### config.mk
export PLATFORM = sky130hd
export DESIGN_NAME = shot_sequencer
export DESIGN_NICKNAME = d
export VERILOG_FILES = /design/src/rtl/shot_sequencer.sv
export SDC_FILE = /design/constraint.sdc
export NUM_CORES = 1
export LEC_CHECK = 0
export CAP_MARGIN = 20
export CORE_MARGIN = 2
export CORE_UTILIZATION = 45
export CTS_BUF_LIST = sky130_fd_sc_hd__clkbuf_2 sky130_fd_sc_hd__clkbuf_4 sky130_fd_sc_hd__clkbuf_8
export DETAILED_ROUTE_END_ITERATION = 8
export PLACE_DENSITY = 0.67
export SETUP_SLACK_MARGIN = 0.05
export SLEW_MARGIN = 20
export SYNTH_ARGS = -nofsm -noshare
export SYNTH_HDL_FRONTEND = slang
export SYNTH_SLANG_ARGS = --single-unit
### constraint.sdc
create_clock -name CLK -period 11.2 [get_ports CLK]
set_input_delay 3.36 -clock CLK [delete_from_list [all_inputs] [get_ports CLK]]
set_output_delay 3.36 -clock CLK [all_outputs]
set_load 0.03 [all_outputs]
### src/rtl/shot_sequencer.sv
// rtl/shot_sequencer.sv - battleship turn controller: fire sync, shot resolve, score and win/lose
module shot_sequencer #(
  parameter int NCELLS   = 16,
  parameter int ADDRW    = 4,
  parameter int MAXSHOTS = 10,
  parameter int SHOWCYC  = 4,
  parameter int SW       = $clog2(MAXSHOTS + 1),
  parameter int HW       = $clog2(NCELLS + 1)
) (
  input  logic              CLK,
  input  logic              NRST,
  input  logic              START,
  input  logic              BTNIPT,
  input  logic [ADDRW-1:0]  SEL,
  input  logic [NCELLS-1:0] SHIPMAP,
  output logic              OUT,
  output logic              GLED,
  output logic              RLED,
  output logic              RPTLED,
  output logic [SW-1:0]     SHOTS,
  output logic [HW-1:0]     HITSLEFT,
  output logic [2:0]        STATE,
  output logic              WIN,
  output logic              LOSE
);

  localparam int CW = (SHOWCYC > 1) ? $clog2(SHOWCYC) : 1;

  typedef enum logic [2:0] {
    S_IDLE    = 3'd0,
    S_AIM     = 3'd1,
    S_RESOLVE = 3'd2,
    S_SHOW    = 3'd3,
    S_WIN     = 3'd4,
    S_LOSE    = 3'd5
  } state_t;

  typedef enum logic [1:0] {
    RES_NONE = 2'd0,
    RES_HIT  = 2'd1,
    RES_MISS = 2'd2,
    RES_RPT  = 2'd3
  } result_t;

  state_t              state_q, state_n;
  result_t             result_q, result_n;
  logic [NCELLS-1:0]   ship_q, ship_n;
  logic [NCELLS-1:0]   fired_q, fired_n;
  logic [ADDRW-1:0]    tgt_q, tgt_n;
  logic [CW-1:0]       hold_q, hold_n;
  logic [SW-1:0]       shots_q, shots_n;
  logic [HW-1:0]       hits_q, hits_n;
  logic                out_n, gled_n, rled_n, rpt_n, win_n, lose_n;
  logic                s1, s2, s3;
  logic                fire;
  logic                tgt_ok;
  logic [HW-1:0]       pop;

  // Button comes from another clock domain: two flops to settle, a third to find the rising edge
  always_ff @(posedge CLK) begin
    if (!NRST) begin
      s1 <= 1'b0;
      s2 <= 1'b0;
      s3 <= 1'b0;
    end else begin
      s1 <= BTNIPT;
      s2 <= s1;
      s3 <= s2;
    end
  end

  assign fire   = s2 & ~s3;
  assign tgt_ok = ({1'b0, tgt_q} < (ADDRW + 1)'(NCELLS));

  // Number of ship cells on the incoming map, used as the starting hits-left count
  always_comb begin
    pop = '0;
    for (int i = 0; i < NCELLS; i++) begin
      pop = pop + HW'(SHIPMAP[i]);
    end
  end

  // Game state register and all registered outputs
  always_ff @(posedge CLK) begin
    if (!NRST) begin
      state_q  <= S_IDLE;
      result_q <= RES_NONE;
      ship_q   <= '0;
      fired_q  <= '0;
      tgt_q    <= '0;
      hold_q   <= '0;
      shots_q  <= '0;
      hits_q   <= '0;
      OUT      <= 1'b0;
      GLED     <= 1'b0;
      RLED     <= 1'b0;
      RPTLED   <= 1'b0;
      WIN      <= 1'b0;
      LOSE     <= 1'b0;
    end else begin
      state_q  <= state_n;
      result_q <= result_n;
      ship_q   <= ship_n;
      fired_q  <= fired_n;
      tgt_q    <= tgt_n;
      hold_q   <= hold_n;
      shots_q  <= shots_n;
      hits_q   <= hits_n;
      OUT      <= out_n;
      GLED     <= gled_n;
      RLED     <= rled_n;
      RPTLED   <= rpt_n;
      WIN      <= win_n;
      LOSE     <= lose_n;
    end
  end

  // Next-state, scoring and next-output logic; outputs are derived from the state being entered
  always_comb begin
    state_n  = state_q;
    result_n = result_q;
    ship_n   = ship_q;
    fired_n  = fired_q;
    tgt_n    = tgt_q;
    hold_n   = hold_q;
    shots_n  = shots_q;
    hits_n   = hits_q;

    case (state_q)
      S_IDLE, S_WIN, S_LOSE: begin
        // START takes precedence; any fire pulse in these states is discarded
        if (START) begin
          ship_n   = SHIPMAP;
          fired_n  = '0;
          shots_n  = SW'(MAXSHOTS);
          hits_n   = pop;
          result_n = RES_NONE;
          state_n  = (pop == '0) ? S_WIN : S_AIM;
        end
      end
      S_AIM: begin
        if (fire) begin
          tgt_n   = SEL;
          state_n = S_RESOLVE;
        end
      end
      S_RESOLVE: begin
        if (!tgt_ok || fired_q[tgt_q]) begin
          result_n = RES_RPT;
        end else begin
          fired_n[tgt_q] = 1'b1;
          if (shots_q != '0) shots_n = shots_q - SW'(1);
          if (ship_q[tgt_q]) begin
            if (hits_q != '0) hits_n = hits_q - HW'(1);
            result_n = RES_HIT;
          end else begin
            result_n = RES_MISS;
          end
        end
        hold_n  = CW'(SHOWCYC - 1);
        state_n = S_SHOW;
      end
      S_SHOW: begin
        // Sinking the last ship wins even if that was the last shot
        if (hold_q == '0) begin
          if (hits_q == '0)       state_n = S_WIN;
          else if (shots_q == '0) state_n = S_LOSE;
          else                    state_n = S_AIM;
        end else begin
          hold_n = hold_q - CW'(1);
        end
      end
      default: state_n = S_IDLE;
    endcase

    out_n  = (state_q == S_RESOLVE) && (result_n == RES_HIT);
    gled_n = (state_n == S_SHOW) && (result_n == RES_HIT);
    rled_n = (state_n == S_SHOW) && (result_n == RES_MISS);
    rpt_n  = (state_n == S_SHOW) && (result_n == RES_RPT);
    win_n  = (state_n == S_WIN);
    lose_n = (state_n == S_LOSE);
  end

  assign SHOTS    = shots_q;
  assign HITSLEFT = hits_q;
  assign STATE    = state_q;

endmodule

==> impl_metrics.toml, run 1 <==
[route]
antenna_left = 0
wl_um = 7120
dr.pass1.iters = 4
viasPerCell = 5.33
wl_per_cell_um = 14.3
drc = 0
vias = 2652
drt_iter0_markers = 181

[sta]
setup-violations-final = 0
slew_headroom = 0.302
period_needed_ns = 7.87
clock.fmax_mhz = 127
fin_worst_skew_ns = 0.00613
setup_tns_ns = 0
rsz0062_at_grt = "no"
finalCritPeriodShare = 0.703
worstMarginPinSlew_ns = 1.03
final-hold-violation-count = 0
slew_violations = 0

[yosys]
avgSynthCellArea_um2 = 8.87
synth_top_family_by_area = "simple AND/OR/NAND/NOR gates"
synthAdderAreaFrac = 0.102
synth_cell_types = 52
yosys_warnings = 0
synthArstFlopShare = 0
synthTopCellsByCount = "dfxtp_1 (61), nand2_1 (47), a21oi_1 (36)"
yosysTopAreaCellShare = 0.381
synth_area_leaders = "dfxtp_1 (38%), fa_1 (6.3%), a21oi_1 (5.6%), nand2_1 (5.5%), mux4_1 (4.9%)"
syn_area_mm2 = 0.00320
synth_mux_area_frac = 0.107
synth_edf_count = 0
synth_top_flop_cell = "dfxtp_1"
synth_seq_area_share = 0.381
synth-compound-area-share = 0.142
yosysMostFrequentCell = "dfxtp_1"
synthesis.nets = 405
syn_inst = 361
synth-simple-area-share = 0.198
synthXorXnorAreaFrac = 0.00821
synth_top_area_cell = "dfxtp_1"
synth-seq-cells = 61

[floorplanning]
fp.dieW_um = 88.4
ios = 42
start_util = 0.469
die_area_mm2 = 0.00781
die_h_um = 88.4
coreArea_mm2 = 0.00683
num_rows = 30

[clock_tree]
clk_pin_slew_ns = 0.07
root_buffer = "clkbuf_8"
htree_levels = 3
numCtsBuffers = 9
cts_hold_buf = 0
post_cts_buffers = 0
clock_latency_ns = 0.33
cts_resized = 0
cts_buffer_depth = 2
cts_sinks = 61
tritoncts = "yes"

[flow_run]
cap_violations = 0

[layout]
n_antenna_cell = 0
instances_no_fill = 498
syn_to_final_growth_pct = 22.9
drive_gt1_frac = 0.0697
nets = 441
fillers = 666

[critical_path]
cp-end-kind = "flip-flop"
cp_cell_sequence = "clkdlybuf4s50_1, inv_1, fa_1, fa_1, fa_1, fa_1, inv_1, ha_1, inv_1, fa_1, nand4bb_1, a2111oi_0, o211ai_1, o31ai_1, nand2_1, nor4_1"
cp.arrival_ns = 8.11
crit_path_frequent_cell = "fa_1"
rrSetupSlack_ns = 8.06
path_delay_family = "adder cells"
critPathMaxFanout = 2
cp.required_ns = 11.44
worst-path-buf-inv = 4
start_kind = "input pin"
critPathKind = "input pin to flip-flop"
critPathMaxStageDelay_ns = 0.68
crit_slowest_cell = "a2111oi_0"

[power]
seq_power_share = 0.330
p_comb_frac = 0.327
p_leak_uw = 0.00153
sw_frac_of_total = 0.328
p_clk_frac = 0.342
ir_worst_vdd_uv = 100
p_switching_uw = 252
powerDensity_mw_per_mm2 = 195
p_int_uw = 515

[grt]
grt_overflow_total = 0
grt_pass1_vias = 2396
grt_first_pass_wirelength_um = 11600
antenna_found_initial = 0
grt_max_degree = 33
gr-usage-all-layers = 0.193

[run_status]
status = "finished clean"

[worst_hold_path]
hold_class = "flip-flop to flip-flop"

[placed_design]
place_inst = 481
dpl.hpwl_um = 5150
io_buffers = 41
gp_congestion = 0.850
==> flip-flops by register name (all words and copies together) (netlist names) <==
register  flops
ship_q       16
s1            1
GLED          1
RLED          1
HITSLEFT      5
LOSE          1
SHOTS         4
RPTLED        1
fired_q      16
hold_q        2
OUT           1
result_q      2
STATE         3
s3            1
tgt_q         4
s2            1
WIN           1
==> logic make-up after synthesis <==
| kind of cell | after synthesis |
|---|---|
| AO/OA/AOI/OAI | 72 |
| XOR/XNOR | 3 |
| adder cells (fa/ha/maj) | 20 |
| buffers and inverters | 51 |
| flip-flops | 61 |
| multiplexers | 21 |
| AND/OR/NAND/NOR | 133 |
==> power groups by stage <==
stage,Clock (uW),Combinational (uW),Sequential [uW]
global placement,0,242,257
global route,277,279,256
floorplan,0,164,271
detailed placement,0,248,258
CTS,266,250,253
finish,262,251,253
==> cell usage in the layout, fill, tap and decap left out, types with 4 or more instances in the layout <==
| master | Yosys | final |
|---|---|---|
| mux2i_1 | 9 | 9 |
| a31oi_1 | 7 | 7 |
| fa_1 | 10 | 10 |
| inv_1 | 34 | 33 |
| mux4_1 | 6 | 6 |
| o211ai_1 | 5 | 5 |
| a21oi_1 | 36 | 36 |
| nand3_1 | 7 | 7 |
| ha_1 | 10 | 10 |
| o21ai_0 | 5 | 5 |
| dfxtp_1 | 61 | 61 |
| nand2_1 | 47 | 47 |
| clkdlybuf4s50_1 | 0 | 41 |
| clkbuf_8 | 0 | 9 |
| nor2b_1 | 8 | 8 |
| and2_1 | 5 | 5 |
| nor2_1 | 34 | 34 |
| and3_1 | 6 | 6 |
| nand2b_1 | 4 | 4 |
| bufinv_16 | 0 | 4 |
| nor3_1 | 8 | 8 |
==> final timing paths <==
kind	startpoint	endpoint	depth (start not counted)
hold / removal	s1$_SDFF_PN0_	s2$_SDFF_PN0_	1
hold reg to reg	s1$_SDFF_PN0_	s2$_SDFF_PN0_	1
setup reg to reg	tgt_q[1]$_SDFFE_PN0P_	HITSLEFT[2]$_SDFFE_PN0P_	6
setup / recovery	SHIPMAP[5]	WIN$_SDFF_PN0_	16
==> worst reg2reg max path, stage by stage (launching register included) <==
cell and delay [ns]:
dfxtp_1 0.77, mux4_1 0.69, mux2_2 0.31, or3_4 0.41, a211oi_4 0.42, mux2_4 0.34, a21oi_2 0.13
==> metrics by stage <==
step	hold WS [ns]	instance area [um2]	setup WS (ns)	utilization	power [uW]
floorplan	0.412	3200	3.97	-	435
global placement	0.417	3660	3.19	0.536	499
detailed placement	0.426	3660	3.05	0.536	506
CTS	0.443	3930	3.40	0.575	769
global route	0.474	3930	3.10	0.576	811
finish	0.440	3930	3.33	0.576	767
==> cell type report <==
type / count / area (um2) / area share
Timing Repair Buffer: 42 / 415 / 0.106
Tap cell: 96 / 120 / 0.0305
Clock inverter: 7 / 145 / 0.0369
Inverter: 34 / 128 / 0.0324
Multi-Input combinational cell: 249 / 1780 / 0.453
Clock buffer: 9 / 124 / 0.0315
Sequential cell: 61 / 1220 / 0.310
==> per-layer routing <==
metal | vias up | wire (um) | part of all wire | global-route usage
li1 | 1321 | - | - | -
met1 | 1240 | 3370 | 0.47 | 0.270
met2 | 83 | 3330 | 0.47 | 0.304
met3 | 8 | 361 | 0.051 | 0.0308
met4 | 0 | 57 | 0.0080 | 0.0675
met5 | - | 0 | 0 | 0
Power figures use the tool's default switching activity.
==> inputs of run 2 (changes only) <==
==> constraint.sdc (replaced) <==
create_clock -name CLK -period 8 [get_ports CLK]
set_input_delay 2.4 -clock CLK [delete_from_list [all_inputs] [get_ports CLK]]
set_output_delay 2.4 -clock CLK [all_outputs]
set_load 0.03 [all_outputs]
==> impl_metrics.toml, run 2 (synthesized netlist as in run 1, its figures left out) <==
[sta]
fin_worst_skew_ns = 0.0115
final-hold-violation-count = 0
worstMarginPinSlew_ns = 1.17
slew_headroom = 0.215
period_needed_ns = 6.84
setup-violations-final = 0
clock.fmax_mhz = 146
slew_violations = 0
setup_tns_ns = 0
finalCritPeriodShare = 0.855
rsz0062_at_grt = "no"

[clock_tree]
clock_latency_ns = 0.34
htree_levels = 3
cts_sinks = 61
cts_resized = 0
numCtsBuffers = 9
cts_hold_buf = 0
post_cts_buffers = 0
clk_pin_slew_ns = 0.07
tritoncts = "yes"
root_buffer = "clkbuf_8"
cts_buffer_depth = 2

[power]
powerDensity_mw_per_mm2 = 260
p_leak_uw = 0.00150
ir_worst_vdd_uv = 158

[layout]
utilization = 0.568
n_antenna_cell = 0
drive_gt1_frac = 0.0673
syn_to_final_growth_pct = 21.2
final_cell_mix = "dfxtp_1 (61), nand2_1 (47), clkdlybuf4s50_1 (41)"
final_common_cell = "dfxtp_1"
instances_no_fill = 497
nets = 440

[critical_path]
cp.arrival_ns = 7.09
cp_cell_sequence = "clkdlybuf4s50_1, inv_1, fa_1, fa_1, fa_1, fa_1, inv_1, ha_1, inv_1, fa_1, nand4bb_1, a2111oi_0, o211ai_1, o31ai_1, nand2_1, nor4_1"
reg2reg_to = "HITSLEFT[2]$_SDFFE_PN0P_"
start_kind = "input pin"
crit_slowest_cell = "a2111oi_0"
cp.required_ns = 8.25
crit_start = "SHIPMAP[0]"
cp-end-kind = "flip-flop"
critPathMaxFanout = 2
critPathKind = "input pin to flip-flop"
rrSetupSlack_ns = 4.88
critPathCapture = "WIN$_SDFF_PN0_"
reg2reg_depth = 6
crit_path_frequent_cell = "fa_1"
critPathMaxStageDelay_ns = 0.63
rr_startpoint = "tgt_q[1]$_SDFFE_PN0P_"

[run_status]
status = "finished clean"

[route]
wl_um = 7110
vias = 2664
viasPerCell = 5.36
wl_per_cell_um = 14.3
drc = 0
dr.pass1.iters = 5
antenna_left = 0
drt_iter0_markers = 223

[placed_design]
place_inst = 481
dpl.hpwl_um = 5100
gp_congestion = 0.850
io_buffers = 41

[floorplanning]
die_h_um = 88.4
fp.dieW_um = 88.4
num_rows = 30
coreArea_mm2 = 0.00683
ios = 42
die_area_mm2 = 0.00781
start_util = 0.469

[worst_hold_path]
hold_class = "flip-flop to flip-flop"
holdCritStartpoint = "s1$_SDFF_PN0_"

[grt]
grt_overflow_total = 0
gr-usage-all-layers = 0.196
antenna_found_initial = 0
grt_first_pass_wirelength_um = 11600
grt_pass1_vias = 2450
grt_max_degree = 33

[flow_run]
cap_violations = 0
-- run 2: cell count changes in the layout (fill, tap and decap cells not counted) --
| cell | delta |
|---|---|
| clkinv_2 | +1 |
| buf_2 | -1 |
| clkinvlp_4 | +1 |
| bufinv_16 | -2 |
-- run 2: layout make-up --
type | instances | area (um2)
Timing Repair Buffer | 41 | 410
Clock buffer | 9 | 124
Multi-Input combinational cell | 249 | 1780
Fill cell | 655 | 2950
Inverter | 34 | 128
Clock inverter | 7 | 97.6
Tap cell | 96 | 120
Sequential cell | 61 | 1220
-- run 2: worst min path at each step --
stage               slack (ns)       endpoint  cells after the start
floorplan                 0.41  s2$_SDFF_PN0_                      1
global placement          0.42  s2$_SDFF_PN0_                      1
CTS                       0.44  s2$_SDFF_PN0_                      1
detailed placement        0.43  s2$_SDFF_PN0_                      1
global route              0.47  s2$_SDFF_PN0_                      1
finish                    0.44  s2$_SDFF_PN0_                      1
-- run 2: critical path, delay by kind of cell --
kind            cells  cell delay [ns]
compound gates      3             0.94
fa+ha+maj           6             2.59
buf+inv             4             0.67
simple gates        3             0.49
-- run 2: power breakdown --
group / internal (uW) / leakage [uW] / switching [uW] / total [uW]
combinational: 151 / 0.000894 / 199 / 350
sequential: 329 / 0.000496 / 25.3 / 355
clock: 176 / 0.000106 / 128 / 304
-- run 2: layer usage --
metal,GRT usage,part of all wire
met5,0,0
met1,0.272,0.48
met2,0.303,0.46
met4,0.0909,0.021
met3,0.0289,0.043
-- run 2: through the flow --
stage,hold slack (ns),cell area [um2],total power [uW],setup slack (ns)
CTS,0.443,3880,1010,1.16
detailed placement,0.426,3660,707,0.802
global placement,0.417,3660,698,0.950
global route,0.474,3880,1070,0.818
floorplan,0.412,3200,609,1.73
finish,0.441,3880,1010,1.16
